## config.mk

```make
export PLATFORM = sky130hd
export DESIGN_NAME = microondas_timer_ctrl_flat
export DESIGN_NICKNAME = d
export VERILOG_FILES = /design/src/rtl/microondas_timer_ctrl_if.sv /design/src/rtl/microondas_timer_ctrl.sv /design/src/flat_wrapper.sv
export SDC_FILE = /design/constraint.sdc
export NUM_CORES = 1
export LEC_CHECK = 0
export CAP_MARGIN = 20
export CELL_PAD_IN_SITES_DETAIL_PLACEMENT = 2
export CELL_PAD_IN_SITES_GLOBAL_PLACEMENT = 2
export CORE_MARGIN = 10
export CORE_UTILIZATION = 30
export DETAILED_ROUTE_END_ITERATION = 12
export PLACE_DENSITY_LB_ADDON = 0.1
export REMOVE_ABC_BUFFERS = 1
export SLEW_MARGIN = 20
export SYNTH_ARGS = -nofsm -noshare
export SYNTH_HDL_FRONTEND = slang
export SYNTH_SLANG_ARGS = --single-unit
```

## constraint.sdc

```tcl
create_clock -name i_clk -period 2.7 [get_ports i_clk]
set_clock_uncertainty 0.05 [all_clocks]
set_input_delay 0.405 -clock i_clk [delete_from_list [all_inputs] [get_ports i_clk]]
set_output_delay 0.405 -clock i_clk [all_outputs]
set_load 0.01 [all_outputs]
```

## src/rtl/microondas_timer_ctrl_if.sv

```systemverilog
// rtl/microondas_timer_ctrl_if.sv - keypad/door/tick inputs and display/magnetron outputs of the microwave timer
interface microondas_timer_ctrl_if;
    logic       tick;
    logic       key_valid;
    logic [3:0] key_digit;
    logic       start;
    logic       stop_clear;
    logic       door_open;
    logic [3:0] sec_units;
    logic [3:0] sec_tens;
    logic [3:0] min_units;
    logic [3:0] min_tens;
    logic       magnetron_on;
    logic       done;
    logic [2:0] state;

    modport master (
        output tick, key_valid, key_digit, start, stop_clear, door_open,
        input  sec_units, sec_tens, min_units, min_tens, magnetron_on, done, state
    );

    modport slave (
        input  tick, key_valid, key_digit, start, stop_clear, door_open,
        output sec_units, sec_tens, min_units, min_tens, magnetron_on, done, state
    );
endinterface

```

## src/rtl/microondas_timer_ctrl.sv

```systemverilog
// rtl/microondas_timer_ctrl.sv - MM:SS BCD countdown controller with keypad entry, pause, quick start and timed done
module microondas_timer_ctrl #(
    parameter int DONE_TICKS = 3
) (
    input  logic                     i_clk,
    input  logic                     i_rst,
    microondas_timer_ctrl_if.slave   io_ctrl
);

    typedef enum logic [2:0] {
        S_IDLE  = 3'd0,
        S_SET   = 3'd1,
        S_RUN   = 3'd2,
        S_PAUSE = 3'd3,
        S_DONE  = 3'd4
    } state_t;

    localparam logic [3:0] LP_DONE_TICKS = 4'(DONE_TICKS);

    state_t     r_state;
    logic [3:0] r_su, r_st, r_mu, r_mt;
    logic [3:0] r_done_cnt;
    logic       r_mag;
    logic       r_done;

    state_t     w_nstate;
    logic [3:0] w_su, w_st, w_mu, w_mt;
    logic [3:0] w_done_cnt;
    logic [3:0] w_dec_su, w_dec_st, w_dec_mu, w_dec_mt;
    logic [3:0] w_norm_su, w_norm_st, w_norm_mu, w_norm_mt;
    logic       w_zero_time;
    logic       w_dec_zero;
    logic       w_key_ok;

    assign w_zero_time = (r_su == 4'd0) && (r_st == 4'd0) && (r_mu == 4'd0) && (r_mt == 4'd0);
    assign w_dec_zero  = (w_dec_su == 4'd0) && (w_dec_st == 4'd0) &&
                         (w_dec_mu == 4'd0) && (w_dec_mt == 4'd0);
    assign w_key_ok    = io_ctrl.key_valid && (io_ctrl.key_digit <= 4'd9);

    // One-second BCD decrement; seconds tens wraps 0->5. Never applied at 00:00.
    always_comb begin
        w_dec_su = r_su;
        w_dec_st = r_st;
        w_dec_mu = r_mu;
        w_dec_mt = r_mt;
        if (r_su != 4'd0) begin
            w_dec_su = r_su - 4'd1;
        end else begin
            w_dec_su = 4'd9;
            if (r_st != 4'd0) begin
                w_dec_st = r_st - 4'd1;
            end else begin
                w_dec_st = 4'd5;
                if (r_mu != 4'd0) begin
                    w_dec_mu = r_mu - 4'd1;
                end else begin
                    w_dec_mu = 4'd9;
                    w_dec_mt = r_mt - 4'd1;
                end
            end
        end
    end

    // Keypad entry allows SS up to 99; fold 60+ seconds into minutes, saturating at 99:59.
    always_comb begin
        w_norm_su = r_su;
        w_norm_st = r_st;
        w_norm_mu = r_mu;
        w_norm_mt = r_mt;
        if (r_st >= 4'd6) begin
            if ((r_mt == 4'd9) && (r_mu == 4'd9)) begin
                w_norm_st = 4'd5;
                w_norm_su = 4'd9;
            end else begin
                w_norm_st = r_st - 4'd6;
                if (r_mu == 4'd9) begin
                    w_norm_mu = 4'd0;
                    w_norm_mt = r_mt + 4'd1;
                end else begin
                    w_norm_mu = r_mu + 4'd1;
                end
            end
        end
    end

    // Only the highest-priority event acts: stop_clear > door_open > start > key_valid > tick.
    always_comb begin
        w_nstate   = r_state;
        w_su       = r_su;
        w_st       = r_st;
        w_mu       = r_mu;
        w_mt       = r_mt;
        w_done_cnt = r_done_cnt;
        case (r_state)
            S_IDLE, S_SET: begin
                if (io_ctrl.stop_clear) begin
                    w_nstate = S_IDLE;
                    w_su = 4'd0; w_st = 4'd0; w_mu = 4'd0; w_mt = 4'd0;
                end else if (io_ctrl.door_open) begin
                    w_nstate = r_state;
                end else if (io_ctrl.start) begin
                    w_nstate = S_RUN;
                    if (w_zero_time) begin
                        w_su = 4'd0; w_st = 4'd3; w_mu = 4'd0; w_mt = 4'd0;
                    end else begin
                        w_su = w_norm_su; w_st = w_norm_st;
                        w_mu = w_norm_mu; w_mt = w_norm_mt;
                    end
                end else if (io_ctrl.key_valid) begin
                    if (w_key_ok) begin
                        w_nstate = S_SET;
                        w_mt = r_mu;
                        w_mu = r_st;
                        w_st = r_su;
                        w_su = io_ctrl.key_digit;
                    end
                end
            end
            S_RUN: begin
                if (io_ctrl.stop_clear || io_ctrl.door_open) begin
                    w_nstate = S_PAUSE;
                end else if (io_ctrl.start || io_ctrl.key_valid) begin
                    w_nstate = S_RUN;
                end else if (io_ctrl.tick) begin
                    w_su = w_dec_su; w_st = w_dec_st;
                    w_mu = w_dec_mu; w_mt = w_dec_mt;
                    if (w_dec_zero) begin
                        w_nstate   = S_DONE;
                        w_done_cnt = LP_DONE_TICKS;
                    end
                end
            end
            S_PAUSE: begin
                if (io_ctrl.stop_clear) begin
                    w_nstate = S_IDLE;
                    w_su = 4'd0; w_st = 4'd0; w_mu = 4'd0; w_mt = 4'd0;
                end else if (io_ctrl.door_open) begin
                    w_nstate = S_PAUSE;
                end else if (io_ctrl.start) begin
                    w_nstate = S_RUN;
                end
            end
            S_DONE: begin
                if (io_ctrl.stop_clear || io_ctrl.door_open) begin
                    w_nstate   = S_IDLE;
                    w_done_cnt = 4'd0;
                end else if (io_ctrl.start || io_ctrl.key_valid) begin
                    w_nstate = S_DONE;
                end else if (io_ctrl.tick) begin
                    if (r_done_cnt <= 4'd1) begin
                        w_nstate   = S_IDLE;
                        w_done_cnt = 4'd0;
                    end else begin
                        w_done_cnt = r_done_cnt - 4'd1;
                    end
                end
            end
            default: begin
                w_nstate   = S_IDLE;
                w_su = 4'd0; w_st = 4'd0; w_mu = 4'd0; w_mt = 4'd0;
                w_done_cnt = 4'd0;
            end
        endcase
    end

    always_ff @(posedge i_clk or posedge i_rst) begin
        if (i_rst) begin
            r_state    <= S_IDLE;
            r_su       <= 4'd0;
            r_st       <= 4'd0;
            r_mu       <= 4'd0;
            r_mt       <= 4'd0;
            r_done_cnt <= 4'd0;
            r_mag      <= 1'b0;
            r_done     <= 1'b0;
        end else begin
            r_state    <= w_nstate;
            r_su       <= w_su;
            r_st       <= w_st;
            r_mu       <= w_mu;
            r_mt       <= w_mt;
            r_done_cnt <= w_done_cnt;
            r_mag      <= (w_nstate == S_RUN);
            r_done     <= (w_nstate == S_DONE);
        end
    end

    assign io_ctrl.sec_units    = r_su;
    assign io_ctrl.sec_tens     = r_st;
    assign io_ctrl.min_units    = r_mu;
    assign io_ctrl.min_tens     = r_mt;
    assign io_ctrl.magnetron_on = r_mag;
    assign io_ctrl.done         = r_done;
    assign io_ctrl.state        = r_state;

endmodule

```

## src/flat_wrapper.sv

```systemverilog
// flat-port wrapper written by rule: the top's interface ports become plain ports
module microondas_timer_ctrl_flat 
#(
    parameter int DONE_TICKS = 3
)
  (i_clk, i_rst, io_ctrl_tick, io_ctrl_key_valid, io_ctrl_key_digit, io_ctrl_start, io_ctrl_stop_clear, io_ctrl_door_open, io_ctrl_sec_units, io_ctrl_sec_tens, io_ctrl_min_units, io_ctrl_min_tens, io_ctrl_magnetron_on, io_ctrl_done, io_ctrl_state);
  microondas_timer_ctrl_if io_ctrl_i ();
  input  logic i_clk;
  input  logic i_rst;
  input wire logic [$bits(io_ctrl_i.tick)-1:0] io_ctrl_tick;
  input wire logic [$bits(io_ctrl_i.key_valid)-1:0] io_ctrl_key_valid;
  input wire logic [$bits(io_ctrl_i.key_digit)-1:0] io_ctrl_key_digit;
  input wire logic [$bits(io_ctrl_i.start)-1:0] io_ctrl_start;
  input wire logic [$bits(io_ctrl_i.stop_clear)-1:0] io_ctrl_stop_clear;
  input wire logic [$bits(io_ctrl_i.door_open)-1:0] io_ctrl_door_open;
  output wire logic [$bits(io_ctrl_i.sec_units)-1:0] io_ctrl_sec_units;
  output wire logic [$bits(io_ctrl_i.sec_tens)-1:0] io_ctrl_sec_tens;
  output wire logic [$bits(io_ctrl_i.min_units)-1:0] io_ctrl_min_units;
  output wire logic [$bits(io_ctrl_i.min_tens)-1:0] io_ctrl_min_tens;
  output wire logic [$bits(io_ctrl_i.magnetron_on)-1:0] io_ctrl_magnetron_on;
  output wire logic [$bits(io_ctrl_i.done)-1:0] io_ctrl_done;
  output wire logic [$bits(io_ctrl_i.state)-1:0] io_ctrl_state;
  assign io_ctrl_i.tick = io_ctrl_tick;
  assign io_ctrl_i.key_valid = io_ctrl_key_valid;
  assign io_ctrl_i.key_digit = io_ctrl_key_digit;
  assign io_ctrl_i.start = io_ctrl_start;
  assign io_ctrl_i.stop_clear = io_ctrl_stop_clear;
  assign io_ctrl_i.door_open = io_ctrl_door_open;
  assign io_ctrl_sec_units = io_ctrl_i.sec_units;
  assign io_ctrl_sec_tens = io_ctrl_i.sec_tens;
  assign io_ctrl_min_units = io_ctrl_i.min_units;
  assign io_ctrl_min_tens = io_ctrl_i.min_tens;
  assign io_ctrl_magnetron_on = io_ctrl_i.magnetron_on;
  assign io_ctrl_done = io_ctrl_i.done;
  assign io_ctrl_state = io_ctrl_i.state;
  microondas_timer_ctrl #(.DONE_TICKS(DONE_TICKS)) u_core (.i_clk(i_clk), .i_rst(i_rst), .io_ctrl(io_ctrl_i));
endmodule
```

-- Word level (Yosys, flattened, before mapping)
Cells that the tools add are included.
- bits in registers: 25
- input port bits: 11
- add/subtract/negate cells: 8
- $lt $le $gt $ge: 3
- equality and inequality tests: 22
- multiplexer cells: 86
- bitwise operators: 2
- reductions and logical operators: 29
- operator list (kind ; count):
    $mux W4 ; 64
    $pmux W4 S4 ; 4
    $mux W3 ; 16
    $logic_not A4 Y1 ; 8
    $reduce_and A10 Y1 ; 2
    $sub A4 B1 Y4 const B ; 5
    $ne A5 B3 Y1 const B ; 3
    $pmux W3 S4 ; 1
    $pmux W4 S3 ; 1
    $reduce_bool A4 Y1 ; 3
    $reduce_and A11 Y1 ; 1
    $eq A3 B2 Y1 const B ; 3
    $reduce_and A9 Y1 ; 1
    $add A4 B1 Y4 const B ; 2
    $eq A4 B4 Y1 const B ; 2
    $logic_and A1 B1 Y1 ; 8
    $ne A2 B2 Y1 const B ; 4
    $reduce_and A7 Y1 ; 1
    $eq A3 B3 Y1 const B ; 2
    $ne A3 B2 Y1 const B ; 2
    $ne A5 B4 Y1 const B ; 1
    $ge A4 B3 Y1 const B ; 1
    $le A4 B1 Y1 const B ; 1
    $le A4 B4 Y1 const B ; 1
    11 further kinds ; 13

-- Longest topological paths before layout
Gate-level depths: netlist of the first run.
- depth after elaboration: 13
- depth in mapped cells: 9
- depth with buffers taken out: 7

-- Least setup slack after synthesis of the first run
OpenSTA, ideal clock, no wires.
- path kind: register to register
- start: register u_core.r_mu[0] (netlist: u_core.io_ctrl.min_units[0])
- end: register u_core.r_done_cnt[2]
- setup time: 0.124 ns
- data arrival time: 2.496 ns
- setup slack: 0.030 ns
- stages on the path, launching flop included: 9
- path buffers: 1
- period minus slack after synthesis: 2.670 ns
- path through: dfrtp_1 -> clkbuf_1 -> inv_1 -> ha_1 -> or3b_2 -> nor4_1 -> o211ai_1 -> o41a_1 -> a211o_1
- cells in the longest elaborated chain, start to end: 9
- elaborated cells on any way between the ends: 14
- classes of those cells: add/sub (1); eq/ne (1); mux (6); reduce/logical (6)
- ends and longest elaborated chain (item ; line ; RTL):
    start, declared ; microondas_timer_ctrl.sv:21 ; logic [3:0] r_su, r_st, r_mu, r_mt;
    start signal, assigned ; microondas_timer_ctrl.sv:180 ; r_mu <= w_mu;
    $sub A4 B1 Y4 or $reduce_bool A4 Y1 (tied branches) ; microondas_timer_ctrl.sv:55, microondas_timer_ctrl.sv:54 ;
    $mux W4 ; microondas_timer_ctrl.sv:54 ; if (r_mu != 4'd0) begin
    $mux W4 ; microondas_timer_ctrl.sv:50 ; if (r_st != 4'd0) begin
    $mux W4 ; microondas_timer_ctrl.sv:46 ; if (r_su != 4'd0) begin
    $logic_not A4 Y1 ; microondas_timer_ctrl.sv:37 ; (w_dec_mu == 4'd0) && (w_dec_mt == 4'd0);
    $logic_and A1 B1 Y1 ; microondas_timer_ctrl.sv:36 ; assign w_dec_zero = (w_dec_su == 4'd0) && (w_dec_st == 4'd0) &&
    $logic_and A1 B1 Y1 (*) ; microondas_timer_ctrl.sv:37 ;
    $ne A2 B1 Y1 (no source line) (*) ; -- ;
    $reduce_and A7 Y1 (no source line) (*) ; -- ;
    end signal, assigned ; microondas_timer_ctrl.sv:182 ; r_done_cnt <= w_done_cnt;
    end, declared ; microondas_timer_ctrl.sv:22 ; logic [3:0] r_done_cnt;
Every way passes the cells marked *; elsewhere a longest branch is shown, timed or not.
A chain may end at the register's enable or synchronous reset.

-- Final worst setup path of the first run
- start: register u_core.r_su[0] (netlist: u_core.io_ctrl.sec_units[0])
- end: register u_core.r_done_cnt[2]
- cells in the longest elaborated chain, start to end: 8
- elaborated cells on any way between the ends: 15
- classes of those cells: add/sub (1); eq/ne (1); mux (4); reduce/logical (9)
- ends and longest elaborated chain (item ; line ; RTL):
    start, declared ; microondas_timer_ctrl.sv:21 ;
    start signal, assigned ; microondas_timer_ctrl.sv:178 ; r_su <= w_su;
    $sub A4 B1 Y4 or $reduce_bool A4 Y1 (tied branches) ; microondas_timer_ctrl.sv:47, microondas_timer_ctrl.sv:46 ;
    $mux W4 ; microondas_timer_ctrl.sv:46 ;
    $logic_not A4 Y1 ; microondas_timer_ctrl.sv:36 ;
    $logic_and A1 B1 Y1 (2 in a row) ; microondas_timer_ctrl.sv:36 ;
    $logic_and A1 B1 Y1 (*) ; microondas_timer_ctrl.sv:37 ;
    $ne A2 B1 Y1 (no source line) (*) ; -- ;
    $reduce_and A7 Y1 (no source line) (*) ; -- ;
Marked as above.

==> results of run 1 <==
## area by class of cell
cell class,instances,share of cell area (%)
inverters,15,1.81
well taps,102,4.11
clock buffers,4,1.45
flip-flops and latches,25,20.1
repair buffers,74,20.4
multi-input cells,221,52.1
## synthesized netlist by cell type, types with 7 or more instances
| cell | count |
|---|---|
| nor2b_1 | 8 |
| nor3b_1 | 9 |
| dfrtp_1 | 25 |
| nor2_1 | 15 |
| nor3_1 | 7 |
| inv_1 | 15 |
| o2bb2ai_1 | 8 |
| nand2_1 | 16 |
| nand3_1 | 8 |
| o211ai_1 | 12 |
| clkbuf_1 | 15 |
| o21ai_0 | 15 |
| ha_1 | 12 |
| a21oi_1 | 14 |
## how the worst max path moves through the flow
stage          slack [ns]  cells past startpoint                               startpoint                                       to
4_1_cts              0.07                      5  u_core.io_ctrl.sec_units[0]$_DFFE_PP0P_         u_core.r_done_cnt[2]$_DFFE_PP0P_
2_1_floorplan       -0.18                      5  u_core.io_ctrl.sec_units[1]$_DFFE_PP0P_  u_core.io_ctrl.min_units[0]$_DFFE_PP0P_
3_3_place_gp         0.02                      6                            io_ctrl_start  u_core.io_ctrl.min_units[0]$_DFFE_PP0P_
5_1_grt             -0.01                      7  u_core.io_ctrl.sec_units[0]$_DFFE_PP0P_            u_core.io_ctrl.done$_DFF_PP0_
3_5_place_dp         -0.1                      6                            io_ctrl_start  u_core.io_ctrl.min_units[0]$_DFFE_PP0P_
6_report             0.12                      5  u_core.io_ctrl.sec_units[0]$_DFFE_PP0P_         u_core.r_done_cnt[2]$_DFFE_PP0P_
## worst max-delay path: cells and delay by family, from the launching register on
kind	cells	cell delay, ns
compound gates	4	1.30
simple gates	1	0.62
flops	1	0.49
## layer usage
metal  track usage (%)  up-vias
met2              27.2       31
li1                  -     1205
met1              21.9     1291
met3              1.84        2
met5                 0        -
met4              1.69        0
## logic make-up (layout without fill, tap and decap cells)
| kind of cell | after synthesis | after routing | synth area share, % |
|---|---|---|---|
| fa+ha+maj | 12 | 12 | 6.38 |
| xor+xnor | 2 | 2 | 0.745 |
| flops | 25 | 25 | 26.6 |
| buf+inv | 36 | 93 | 6.33 |
| compound gates | 98 | 98 | 31.6 |
| simple gates | 101 | 101 | 24.6 |
| mux | 8 | 8 | 3.72 |
## timing repair
| action | in CTS | in global routing |
|---|---|---|
| setup endpoints to repair | 0 | 4 |
| buffers inserted | 0 | 2 |
| endpoints found under the hold margin | 0 | 0 |
| gates resized for setup | 0 | 5 |
## stage by stage
stage	worst slack (ns)	hold slack (ns)	std cells	util, %	TNS, ns
2_1_floorplan	-0.178	0.382	261	-	-0.798
3_3_place_gp	0.0154	0.525	435	39.2	0
3_5_place_dp	-0.0984	0.539	435	39.2	-0.602
4_1_cts	0.0660	0.470	439	39.8	0
5_1_grt	-0.0102	0.481	441	40.4	-0.0202
6_report	0.124	0.449	441	40.4	0
## flip-flops by register name (all words and copies together), names as in the netlist
register,flops
u_core.io_ctrl.done,1
u_core.io_ctrl.magnetron_on,1
u_core.io_ctrl.min_tens,4
u_core.io_ctrl.min_units,4
u_core.io_ctrl.sec_tens,4
u_core.io_ctrl.sec_units,4
u_core.io_ctrl.state,3
u_core.r_done_cnt,4
## power breakdown
part | leakage (nW) | internal, W | switching [W]
clock network | 0.0228 | 0.000106 | 0.000131
registers | 0.331 | 0.000508 | 0.000203
logic | 0.901 | 0.00118 | 0.00142
total | 1.26 | 0.00180 | 0.00175
==> key figures, run 1 <==
Timing
  – Minimum clock period: 2.58 ns
  – Worst Tran Pin Value: 0.600 ns
  – Worst slew margin: 59.6%
  – Fmax: 388 MHz
  – Hold Vio Cnt, Final: 0
  – Final Max Tran Viols: 0
  – Unrepaired setup endpoints after global routing: true
  – Final Cycle Share: 95.4%
  – Final Setup Violations: 0

Finish
  – Synth-to-layout area growth: 32.0%
  – Multi-input gate area: 0.00162 sq mm
  – Nets@finish: 363
  – Leading cell types in the layout, fill and taps excluded: buf_4 (43), clkdlybuf4s50_1 (31), dfrtp_1 (25), nand2_1 (16)
  – Layout cell share with drive strength beyond 1: 19.2%
  – Reg area: 626 sq um
  – Most common cell after layout, fill and taps aside: buf_4
  – Fillers: 900
  – ANT cells: 0
  – Design Area, Final: 0.00311 sq mm

Pwr
  – Total Power: 0.00355 W
  – Peak supply drop: 349 uV
  – Pleak: 1.26 nW
  – Ratio of total power to cell area: 1140 mW/mm^2

Yosys
  – Cell Area, Synth: 0.00235 sq mm
  – Sequential fraction of the synthesis area: 26.6%
  – Dominant synthesized flop cell: dfrtp_1
  – Yosys cell types: 64
  – Synth area leaders: dfrtp_1 (27%), ha_1 (6.4%), o211ai_1 (3.8%)
  – Yosys warnings: 0
  – #FFs+latches synth: 25
  – Synth area leader: dfrtp_1
  – Async S/R FF share, synth: 100%
  – Cells after Synth: 282
  – Avg Inst Size Synth: 8.34 sq um
  – Post-synth EDFFs: 0
  – Synth top area share: 26.6%

CTS
  – Worst-path clk slew: 0.10 ns
  – H-tree Lvls: 1
  – CTS tree: done
  – TritonCTS buffer count: 3
  – CTS max path bufs: 2
  – CTS root buffer: clkbuf_8
  – Clk_lat worst skew: 0.27 ns
  – Hold Buf Count CTS: 0
  – Clock Sink Count: 25

Route
  – DR WL met3: 255 um
  – Final ANT Viol Nets: 0
  – Routed WL: 9.26 mm
  – DR iter-0 viols: 78
  – WL/cell: 21.0 um
  – M1 WL: 4.49 mm
  – Vias per inst: 5.73
  – DRC: 0
  – 1st-pass router iterations: 4
  – Routed wl met2: 4.49 mm
  – Highest routed layer: met4
  – Vias: 2529

Global route
  – Antenna violations before repair: 0
  – Largest net degree at the start of global routing: 26
  – Overflow after GRT: 0
  – Number of global-route vias before repair: 2727
  – First-pass GRT wire length: 15.3 mm
  – Gr usage total: 16.0%

Placed design
  – Buffers on Ports: 31
  – Routability Congestion: 0.833
  – Placed cell areas: 0.00301 sq mm
  – DP HPWL: 7.24 mm

Setup path
  – Slowest CP cell: or4_4
  – Req. time, crit path: 2.82 ns
  – Crit start category: flip-flop
  – Setup slack, reg-to-reg: 0.12 ns
  – Worst reg2reg endpoint: u_core.r_done_cnt[2]$_DFFE_PP0P_
  – Critical path arrival: 2.69 ns
  – Crit-path cells: or4_4 -> o41ai_4 -> o211ai_1 -> o41a_1 -> a211o_1
  – R2R cell count: 5
  – Crit path capture type: flip-flop
  – Crit Path Category: reg2reg
  – Crit path max fanout: 6
  – Largest stage delay, worst path: 0.62 ns
  – Reg2reg start: u_core.io_ctrl.sec_units[0]$_DFFE_PP0P_

Floorplan
  – Io pins: 32
  – Core area: 0.00769 sq mm
  – FP Rows: 32
  – Starting density of the core: 30.6%
  – Chip height: 109 um
  – Die X: 109 um
  – Die ar.: 0.0118 sq mm

Run status
  – Status: finished clean

Hold path
  – HP Class: in2async

Flow run
  – Maxcap violations: 0
(Power assumes the default switching activity.)
==> run 2, diff against run 1 <==
- CAP_MARGIN: 20 -> 40
==> results of run 2 <==
The final DEF is identical to that of run 1; final timing and power are the same.
==> run 3, diff against run 2 <==
- CTS_CLUSTER_SIZE: default -> 25
==> results of run 3 <==
The final DEF is identical to that of run 1; final timing and power are the same.
